### src/rtl/recepcao_medida_pkg.sv
// Shared definitions for the DHT11 measurement receiver: FSM state codes,
// frame geometry, serial bit timing and the frame checksum.
package recepcao_medida_pkg;

  // Frame FSM state codes; these values are exposed on db_estado
  typedef enum logic [2:0] {
    INICIAL  = 3'd0,
    ESPERA   = 3'd1,
    ARMAZENA = 3'd2,
    VERIFICA = 3'd3,
    PRONTO   = 3'd4,
    ERRO     = 3'd5
  } estado_t;

  // Byte receiver phases
  typedef enum logic [1:0] {
    RX_IDLE  = 2'd0,
    RX_START = 2'd1,
    RX_DATA  = 2'd2,
    RX_STOP  = 2'd3
  } rx_estado_t;

  // hum_int, hum_dec, temp_int, temp_dec, checksum
  localparam int FRAME_LEN = 5;
  localparam int IDX_W     = 3;

  // Clocks per serial bit
  function automatic int bit_period(input int clk_freq, input int baud);
    return clk_freq / baud;
  endfunction

  // 8-bit wrap-around sum of every byte except the trailing checksum
  function automatic logic [7:0] soma8(input logic [FRAME_LEN-1:0][7:0] b);
    logic [7:0] s;
    s = 8'h00;
    for (int i = 0; i < FRAME_LEN-1; i++) s = s + b[i];
    return s;
  endfunction

endpackage

### src/rtl/recepcao_medida_if.sv
// Request/serial/result signals of the measurement receiver.
interface recepcao_medida_if;
  logic        receber;
  logic        rx_serial;
  logic [15:0] temperatura;
  logic [15:0] umidade;
  logic        pronto;
  logic        erro;
  logic [2:0]  db_estado;

  // Requester side: arms reception and drives the line, reads results
  modport master (
    output receber, rx_serial,
    input  temperatura, umidade, pronto, erro, db_estado
  );

  // Receiver side
  modport slave (
    input  receber, rx_serial,
    output temperatura, umidade, pronto, erro, db_estado
  );
endinterface

### src/rtl/recepcao_medida_uart_rx.sv
// 8N1 byte receiver. Expects an already-synchronized rx. Start bit is
// confirmed at mid-bit, data is sampled LSB first every bit period, and a
// one-clock byte_ok/byte_err pulse follows the stop-bit sample. ocupado is
// high from start-bit detection until the stop bit has been sampled.
module uart_rx_8n1
  import recepcao_medida_pkg::*;
#(
  parameter int CLK_FREQ = 50000000,
  parameter int BAUD     = 9600
) (
  input  logic       clock,
  input  logic       reset,
  input  logic       rx,
  output logic [7:0] dado,
  output logic       byte_ok,
  output logic       byte_err,
  output logic       ocupado
);

  localparam int BIT  = bit_period(CLK_FREQ, BAUD);
  localparam int HALF = BIT / 2;
  localparam int CW   = $clog2(BIT + 1);

  rx_estado_t   r_st;
  logic         r_prev;
  logic [CW-1:0] r_cnt;
  logic [2:0]   r_nbit;
  logic [7:0]   r_dado;
  logic         r_ok;
  logic         r_err;

  // Bit-timing state machine: edge detect, mid-bit sampling, stop check
  always_ff @(posedge clock or negedge reset) begin
    if (!reset) begin
      r_st   <= RX_IDLE;
      r_prev <= 1'b1;
      r_cnt  <= '0;
      r_nbit <= '0;
      r_dado <= '0;
      r_ok   <= 1'b0;
      r_err  <= 1'b0;
    end else begin
      r_prev <= rx;
      r_ok   <= 1'b0;
      r_err  <= 1'b0;
      case (r_st)
        RX_IDLE: begin
          if (r_prev && !rx) begin
            r_st  <= RX_START;
            r_cnt <= CW'(HALF - 1);
          end
        end
        RX_START: begin
          if (r_cnt == '0) begin
            // line back high at mid start bit: treat as a glitch
            if (rx) begin
              r_st <= RX_IDLE;
            end else begin
              r_st   <= RX_DATA;
              r_cnt  <= CW'(BIT - 1);
              r_nbit <= '0;
            end
          end else begin
            r_cnt <= r_cnt - 1'b1;
          end
        end
        RX_DATA: begin
          if (r_cnt == '0) begin
            r_dado <= {rx, r_dado[7:1]};
            r_cnt  <= CW'(BIT - 1);
            if (r_nbit == 3'd7) r_st <= RX_STOP;
            else                r_nbit <= r_nbit + 1'b1;
          end else begin
            r_cnt <= r_cnt - 1'b1;
          end
        end
        RX_STOP: begin
          if (r_cnt == '0) begin
            r_ok  <= rx;
            r_err <= !rx;
            r_st  <= RX_IDLE;
          end else begin
            r_cnt <= r_cnt - 1'b1;
          end
        end
        default: r_st <= RX_IDLE;
      endcase
    end
  end

  assign dado     = r_dado;
  assign byte_ok  = r_ok;
  assign byte_err = r_err;
  assign ocupado  = (r_st != RX_IDLE);

endmodule

### src/rtl/recepcao_medida.sv
// DHT11 measurement frame receiver: on request, collects five bytes from
// the serial bridge, verifies the 8-bit checksum and publishes humidity and
// temperature, or flags an error on checksum, framing or inter-byte timeout.
module recepcao_medida
  import recepcao_medida_pkg::*;
#(
  parameter int CLK_FREQ       = 50000000,
  parameter int BAUD           = 9600,
  parameter int TIMEOUT_CYCLES = 500000
) (
  input  logic             clock,
  input  logic             reset,
  recepcao_medida_if.slave bus
);

  localparam int TW = $clog2(TIMEOUT_CYCLES + 1);

  logic [1:0]                r_sync;
  logic                      w_rx;
  logic [7:0]                w_dado;
  logic                      w_byte_ok;
  logic                      w_byte_err;
  logic                      w_ocupado;

  estado_t                   r_estado;
  logic [IDX_W-1:0]          r_idx;
  logic [TW-1:0]             r_tmo;
  logic [FRAME_LEN-1:0][7:0] r_bytes;
  logic [15:0]               r_temp;
  logic [15:0]               r_umid;
  logic                      r_pronto;
  logic                      r_erro;

  // Two-flop synchronizer for the asynchronous serial line (idles high)
  always_ff @(posedge clock or negedge reset) begin
    if (!reset) r_sync <= 2'b11;
    else        r_sync <= {r_sync[0], bus.rx_serial};
  end
  assign w_rx = r_sync[1];

  uart_rx_8n1 #(
    .CLK_FREQ (CLK_FREQ),
    .BAUD     (BAUD)
  ) u_rx (
    .clock    (clock),
    .reset    (reset),
    .rx       (w_rx),
    .dado     (w_dado),
    .byte_ok  (w_byte_ok),
    .byte_err (w_byte_err),
    .ocupado  (w_ocupado)
  );

  // Frame FSM with registered results; pronto lands one clock after
  // PRONTO/ERRO, by which time the FSM is already back in INICIAL
  always_ff @(posedge clock or negedge reset) begin
    if (!reset) begin
      r_estado <= INICIAL;
      r_idx    <= '0;
      r_tmo    <= '0;
      r_bytes  <= '0;
      r_temp   <= '0;
      r_umid   <= '0;
      r_pronto <= 1'b0;
      r_erro   <= 1'b0;
    end else begin
      r_pronto <= 1'b0;
      case (r_estado)
        INICIAL: begin
          if (bus.receber) begin
            r_estado <= ESPERA;
            r_idx    <= '0;
            r_tmo    <= '0;
          end
        end
        ESPERA: begin
          if (w_byte_ok) begin
            r_estado <= ARMAZENA;
            r_tmo    <= '0;
          end else if (w_byte_err) begin
            r_estado <= ERRO;
          end else if (r_tmo == TW'(TIMEOUT_CYCLES - 1)) begin
            r_estado <= ERRO;
          end else if (!w_ocupado) begin
            // only idle line time counts toward the timeout
            r_tmo <= r_tmo + 1'b1;
          end
        end
        ARMAZENA: begin
          r_bytes[r_idx] <= w_dado;
          r_idx          <= r_idx + 1'b1;
          if (r_idx < IDX_W'(FRAME_LEN - 1)) r_estado <= ESPERA;
          else                               r_estado <= VERIFICA;
        end
        VERIFICA: begin
          if (soma8(r_bytes) == r_bytes[FRAME_LEN-1]) r_estado <= PRONTO;
          else                                        r_estado <= ERRO;
        end
        PRONTO: begin
          r_umid   <= {r_bytes[0], r_bytes[1]};
          r_temp   <= {r_bytes[2], r_bytes[3]};
          r_erro   <= 1'b0;
          r_pronto <= 1'b1;
          r_estado <= INICIAL;
        end
        ERRO: begin
          r_erro   <= 1'b1;
          r_pronto <= 1'b1;
          r_estado <= INICIAL;
        end
        default: r_estado <= INICIAL;
      endcase
    end
  end

  assign bus.temperatura = r_temp;
  assign bus.umidade     = r_umid;
  assign bus.pronto      = r_pronto;
  assign bus.erro        = r_erro;
  assign bus.db_estado   = r_estado;

endmodule

### src/flat_wrapper.sv
// flat-port wrapper written by rule: the top's interface ports become plain ports
module recepcao_medida_flat import recepcao_medida_pkg::*;
#(
  parameter int CLK_FREQ       = 50000000,
  parameter int BAUD           = 9600,
  parameter int TIMEOUT_CYCLES = 500000
)
  (clock, reset, bus_receber, bus_rx_serial, bus_temperatura, bus_umidade, bus_pronto, bus_erro, bus_db_estado);
  recepcao_medida_if bus_i ();
  input  logic clock;
  input  logic reset;
  input wire logic [$bits(bus_i.receber)-1:0] bus_receber;
  input wire logic [$bits(bus_i.rx_serial)-1:0] bus_rx_serial;
  output wire logic [$bits(bus_i.temperatura)-1:0] bus_temperatura;
  output wire logic [$bits(bus_i.umidade)-1:0] bus_umidade;
  output wire logic [$bits(bus_i.pronto)-1:0] bus_pronto;
  output wire logic [$bits(bus_i.erro)-1:0] bus_erro;
  output wire logic [$bits(bus_i.db_estado)-1:0] bus_db_estado;
  assign bus_i.receber = bus_receber;
  assign bus_i.rx_serial = bus_rx_serial;
  assign bus_temperatura = bus_i.temperatura;
  assign bus_umidade = bus_i.umidade;
  assign bus_pronto = bus_i.pronto;
  assign bus_erro = bus_i.erro;
  assign bus_db_estado = bus_i.db_estado;
  recepcao_medida #(.CLK_FREQ(CLK_FREQ), .BAUD(BAUD), .TIMEOUT_CYCLES(TIMEOUT_CYCLES)) u_core (.clock(clock), .reset(reset), .bus(bus_i));
endmodule
### config.mk
export PLATFORM = sky130hd
export DESIGN_NAME = recepcao_medida_flat
export DESIGN_NICKNAME = d
export VERILOG_FILES = /design/src/rtl/recepcao_medida_pkg.sv /design/src/rtl/recepcao_medida_if.sv /design/src/rtl/recepcao_medida_uart_rx.sv /design/src/rtl/recepcao_medida.sv /design/src/flat_wrapper.sv
export SDC_FILE = /design/constraint.sdc
export NUM_CORES = 1
export LEC_CHECK = 0
export ABC_CLOCK_PERIOD_IN_PS = 3500
export CORE_MARGIN = 2
export CORE_UTILIZATION = 55
export DETAILED_ROUTE_END_ITERATION = 10
export GPL_ROUTABILITY_DRIVEN = 0
export GPL_TIMING_DRIVEN = 1
export PLACE_DENSITY = 0.74
export SLEW_MARGIN = 20
export SYNTH_ARGS = -nofsm -noshare
export SYNTH_HDL_FRONTEND = slang
export SYNTH_SLANG_ARGS = --single-unit
export TNS_END_PERCENT = 100
### constraint.sdc
create_clock -name clock -period 3.5 [get_ports clock]
set_clock_uncertainty 0.1 [all_clocks]
set_input_delay 0.875 -clock clock [delete_from_list [all_inputs] [get_ports clock]]
set_output_delay 0.875 -clock clock [all_outputs]
set_load 0.01 [all_outputs]
==> results of run 1 <==
==> per-layer routing <==
metal  vias to the layer above  part of all wire
met5                         -                 0
met4                         0             0.020
met3                        23             0.036
met2                        85              0.50
met1                      2115              0.44
li1                       1987                 -
==> cells in the final DEF, fill, tap and decap left out, types with 5 or more instances in the layout <==
cell | Yosys | layout
clkdlybuf4s50_1 | 0 | 39
o21ai_1 | 5 | 5
nand3_1 | 15 | 15
dfrtp_1 | 127 | 127
nor3_1 | 12 | 11
nand2_1 | 35 | 35
xnor2_1 | 22 | 21
ha_1 | 16 | 16
mux2_2 | 79 | 79
clkbuf_16 | 0 | 17
bufinv_16 | 0 | 5
inv_1 | 29 | 29
or3_1 | 5 | 5
fa_1 | 14 | 13
a21oi_1 | 23 | 22
xor2_1 | 8 | 8
nand4_1 | 7 | 7
o21ai_0 | 18 | 18
nor2_1 | 35 | 34
==> metrics by stage <==
step / setup slack, ns / utilization / setup TNS [ns] / instance area [um^2]
after detailed placement: 0.000105 / 0.609 / 0 / 6900
after CTS: 0.00402 / 0.667 / 0 / 7550
after global placement: 0.161 / 0.609 / 0 / 6900
after global routing: -0.0113 / 0.669 / -0.0113 / 7580
final: 0.142 / 0.669 / 0 / 7580
after floorplan: 0.306 / - / 0 / 6310
==> registers in the layout (all words and copies together), names as in the netlist, 3 cells and up, named ones only <==
| signal | flops |
|---|---|
| u_core.u_rx.r_cnt | 13 |
| u_core.r_bytes | 40 |
| u_core.u_rx.r_nbit | 3 |
| u_core.r_tmo | 19 |
| u_core.u_rx.dado | 8 |
| u_core.bus.db_estado | 3 |
| u_core.bus.temperatura | 16 |
| u_core.bus.umidade | 16 |
| u_core.r_idx | 3 |
==> report_power, final <==
group          leakage, nW  switching (mW)  internal [mW]
logic                 1.48           0.565          0.337
clock network        0.317           0.634           1.32
registers             1.79           0.125           1.61
==> cells in the mapped netlist (all sizes together) (3+ instances only) <==
library cell  instances  area, um^2
a211oi                3        22.5
a21o                  3        22.5
a21oi                23         115
a22o                  3        26.3
a31oi                 4        25.0
buf                   3        13.8
clkbuf                6        22.5
dfrtp               127        3180
dfstp                 3        78.8
fa                   14         280
ha                   16         200
inv                  29         109
mux2                 79         890
nand2                37         144
nand2b                3        18.8
nand3                15        75.1
nand4                 8        56.3
nor2                 39         161
nor3                 15        96.4
nor4                  6        43.8
o21ai                23         115
o22a                  3        26.3
o31ai                 3        22.5
or2                   5        31.3
or3                   5        31.3
xnor2                22         193
xor2                  8        70.1
==> area by class of cell <==
cell class / count / area (um^2)
repair buffers: 44 / 440
flip-flops and latches: 130 / 3260
well taps: 143 / 179
fillers: 839 / 3740
inverters: 29 / 109
multi-input cells: 363 / 2940
clock buffers: 23 / 478
clock inverters: 9 / 176
==> worst max-delay path, cell delays in order, from the launching register on <==
cell and delay (ns):
dfrtp_1 0.40, fa_1 0.55, inv_1 0.05, fa_1 0.51, inv_1 0.05, ha_1 0.22, fa_2 0.38, a21o_1 0.21
a21oi_2 0.17, o21ai_0 0.13, xnor2_1 0.19, nor3_2 0.06, a211oi_1 0.24
==> worst paths after layout <==
path                                         from                       to  slack, ns  cells past startpoint
worst max-delay path            u_core.r_bytes[1]  u_core.bus.db_estado[0]       0.14                     12
worst min-delay path             u_core.r_sync[0]         u_core.r_sync[1]       0.27                      0
worst max register to register  u_core.r_bytes[1]  u_core.bus.db_estado[0]       0.14                     12
worst min register to register   u_core.r_sync[0]         u_core.r_sync[1]       0.27                      0
max in group asynchronous                   reset         u_core.r_sync[0]       2.14                      2
min in group asynchronous                   reset       u_core.r_bytes[18]       0.35                      1
==> kinds of logic after synthesis <==
logic type / Yosys count / synth area share
AO/OA/AOI/OAI: 76 / 0.0765
XOR/XNOR: 30 / 0.0416
adder cells (fa/ha/maj): 30 / 0.0761
buffers and inverters: 38 / 0.0230
flip-flops: 130 / 0.516
multiplexers: 80 / 0.142
AND/OR/NAND/NOR: 147 / 0.124
==> what timing repair did <==
item                       CTS  global route
gates resized for setup      0             5
hold buffers                 0             0
setup endpoints to repair    0             1
==> results.cfg, run 1 <==
[route]
first_iter_violations = 192
drc_errors = 0
dr.pass1.iters = 4
final_antenna_net_count = 0
vias = 4210
wirelength_mm = 12.5
via_per_inst = 5.68
drt-wirelength-per-cell_um = 16.9

[synthesis]
netlist_area_um2 = 6310
synth-seq-cells = 130
synthFlopType = dfrtp_1
synth.net_count = 565
synth_edf_count = 0
synth.avg_cell_area_um2 = 11.9
synth_cells = 531
ys_types = 59
yosysSeqAreaShare = 0.516
synth_warnings = 0
async_flop_share = 1.00

[pwr]
p_per_area_nw_per_um2 = 605
leakage_nw = 3.58
total_power_mw = 4.59
ir_drop_uv = 548

[sta]
whs_ns = 0.267
min_period_ns = 3.36
setup_viol = 0
fmax_mhz = 298
hold_violations = 0
relSlewSlack = 0.517
worst_slew_pin_slew_ns = 0.719
final_max_slew_viol_count = 0
fin_crit_sh = 0.959

[critical_path]
worstSetupPathType = register to register
critPathArrivalTime_ns = 3.58
crit_path_start_kind = register
worstSetupEndpointType = register
crit_required_ns = 3.72
cp_max_fo = 3

[clock_network]
clock-root-buffer = clkbuf_16
cts_tree = done
cts_made_buffers = 17
clock_latency_ns = 0.41
max-clock-path-buffers = 2
clkTransAtPathRegs_ns = 0.06
cts.sinks = 130
htreeDepth = 4
post-cts-setup-buffers = 0

[global_routing]
grtUsageMet2 = 0.365
grtUsageMet1 = 0.293
grt_pass1_vias = 4445
met3_usage = 0.0492
antenna_found_initial = 0
grt_max_degree = 75
grt_usage = 0.223
grt_busiest_layer = met2
grt-ovfl-total = 0
grt_pass1_wl_mm = 22.0

[final_layout]
n_antenna_cell = 0
area_growth_pct = 20.0
layout-drive-gt1-share = 0.237
nets = 619
layout.cells.non_filler = 741

[place]
port_buffers = 40
dp.cells = 709
dpl.hpwl_mm = 8.30

[floorplan]
die_h_um = 111
fp.dieW_um = 111
ios = 41
rows = 39
core_um2 = 11300
fp.dieArea_um2 = 12400
initial_utilization = 0.558

[status]
status = finished, final reports clean

[hold_path]
hold_path_class = register to register

[job]
cap_violations = 0
Note: power is estimated with default switching activity, not from simulation.
==> inputs of run 2 (changes only) <==
CAP_MARGIN = 20   (was unset)
CORE_MARGIN = unset   (was 2)
CORE_UTILIZATION = 45   (was 55)
PLACE_DENSITY = 0.62   (was 0.74)
==> run 2 against run 1 <==
Against the previous run: core utilization decreased by 10 points; sequential share of layout area decreased by 0.37 points; clock-buffer cell count unchanged; non-clock buffer count unchanged; global-route usage decreased by 4.1 points; first-iteration DRC count increased by 33%; wire length decreased by 4.7%; combinational power decreased by 2.5%; highest routed layer unchanged.
==> results.cfg, run 2 (synthesis gave the netlist of run 1 again) <==
[critical_path]
cp_max_fo = 3
critPathArrivalTime_ns = 3.53
path_delay_family = adder cells
path_cells = fa_1, inv_1, fa_1, inv_1, ha_1, fa_2, a21o_1, a21oi_2, o21ai_0, xnor2_1, nor3_2, a211oi_1
max_stage_delay_ns = 0.54
worstSetupPathType = register to register
crit_slowest_cell = fa_1
crit_required_ns = 3.72
crit_path_start_kind = register
worstSetupEndpointType = register
crit_buf_inv = 2

[pwr]
p_per_area_nw_per_um2 = 606
comb_power_share = 0.190
p_sw_frac = 0.276
pwr-share-clk = 0.437
leakage_nw = 3.60
power_switching_mw = 1.28
pwr-share-seq = 0.373
internal-power_mw = 3.35
ir_drop_uv = 455

[final_layout]
regMostFlops = u_core.r_bytes
largestRegisters = u_core.r_bytes x40, u_core.r_tmo x19
n_antenna_cell = 0
n_fill_cell = 1172
layout_commonest_cell = dfrtp_1
final_area_um2 = 7640
layout-drive-gt1-share = 0.237
largest_reg_flops = 40
most-common-layout-cells = 127 x dfrtp_1, 79 x mux2_2, 39 x clkdlybuf4s50_1
area_growth_pct = 21.1
nets = 619

[floorplan]
die_h_um = 120
initial_utilization = 0.469
fp.dieW_um = 120
core_um2 = 13500
rows = 42
fp.dieArea_um2 = 14500
ios = 41

[sta]
worst_slew_pin_slew_ns = 0.713
fin_crit_sh = 0.945
relSlewSlack = 0.523
hold_violations = 0
fmax_mhz = 302
rsz0062_at_grt = no
final_max_slew_viol_count = 0
setup_tns_ns = 0
setup_viol = 0
min_period_ns = 3.31

[route]
first_iter_violations = 256
drc_errors = 0
vias = 4149
wirelength_mm = 11.9
drt-wirelength-per-cell_um = 15.4
final_antenna_net_count = 0
via_per_inst = 5.36
dr.pass1.iters = 4

[clock_network]
htreeDepth = 4
clock_latency_ns = 0.41
cts_made_buffers = 17
cts.sinks = 130
clkTransAtPathRegs_ns = 0.06
cts_tree = done
post-cts-setup-buffers = 0
clock-root-buffer = clkbuf_16
max-clock-path-buffers = 2

[place]
dpl.hpwl_mm = 8.13
port_buffers = 40
dpl-instance-area_um2 = 6940

[global_routing]
grt_pass1_wl_mm = 20.4
grt-ovfl-total = 0
grtUsageMet2 = 0.274
grtUsageMet1 = 0.255
met3_usage = 0.0368
grt_busiest_layer = met2
grt_max_degree = 57
grt_pass1_vias = 4144
antenna_found_initial = 0
grt_usage = 0.182

[job]
cap_violations = 0

[hold_path]
hold_path_class = register to register

[status]
status = finished, final reports clean
==> run 2: cell count changes in the layout (fill, tap and decap cells not counted) <==
cell,previous run,this run
xnor2_2,1,0
bufinv_16,5,6
clkinvlp_4,1,0
clkbuf_8,3,4
xnor2_1,21,22
clkbuf_1,3,2
==> run 2: repair_timing <==
| action | in CTS | in global routing |
|---|---|---|
| endpoints found under the setup margin | 0 | 1 |
| resized for setup | 0 | 4 |
| hold buffers | 0 | 0 |
==> run 2: cell type report <==
type,count,area (um^2),share of cell area
well taps,176,220,0.0288
multi-input cells,363,2930,0.383
repair buffers,44,440,0.0576
clock buffers,23,488,0.0638
clock inverters,9,199,0.0260
flip-flops and latches,130,3260,0.426
inverters,29,109,0.0142
==> run 2: final timing paths <==
check / startpoint / cells after the start / slack (ns) / endpoint
max in group asynchronous: reset / 2 / 2.10 / u_core.r_sync[1]
setup reg to reg: u_core.r_bytes[1] / 12 / 0.19 / u_core.bus.db_estado[0]
min in group asynchronous: reset / 1 / 0.42 / u_core.r_bytes[31]
setup / recovery: u_core.r_bytes[1] / 12 / 0.19 / u_core.bus.db_estado[0]
hold / removal: u_core.r_sync[0] / 0 / 0.25 / u_core.r_sync[1]
hold reg to reg: u_core.r_sync[0] / 0 / 0.25 / u_core.r_sync[1]
==> run 2: metal layers <==
metal  part of all wire  wire, um
met5                  0         0
met4              0.020       238
met3              0.028       329
met2               0.47      5550
met1               0.49      5810
==> run 2: worst reg2reg max path, cell delays in order, from the launching register on <==
cell	delay (ns)
dfrtp_1	0.40
fa_1	0.54
inv_1	0.05
fa_1	0.50
inv_1	0.05
ha_1	0.22
fa_2	0.36
a21o_1	0.20
a21oi_2	0.17
o21ai_0	0.12
xnor2_1	0.22
nor3_2	0.07
a211oi_1	0.22
==> run 2: metrics by stage <==
step	setup WS [ns]	utilization	hold WS (ns)	instances	power, mW
floorplan	0.306	-	0.245	531	2.40
global placement	0.123	0.516	0.247	742	2.60
detailed placement	0.105	0.516	0.247	742	2.62
CTS	0.0888	0.567	0.255	774	4.67
global route	0.0210	0.568	0.265	774	4.87
finish	0.194	0.568	0.254	774	4.63
==> run 2: power by group through the flow <==
stage,Sequential (mW),Combinational (mW),Clock (mW)
5_1_grt,1.74,0.993,2.14
4_1_cts,1.72,0.880,2.07
2_1_floorplan,1.72,0.678,0
3_3_place_gp,1.75,0.851,0
6_report,1.73,0.879,2.03
3_5_place_dp,1.75,0.876,0
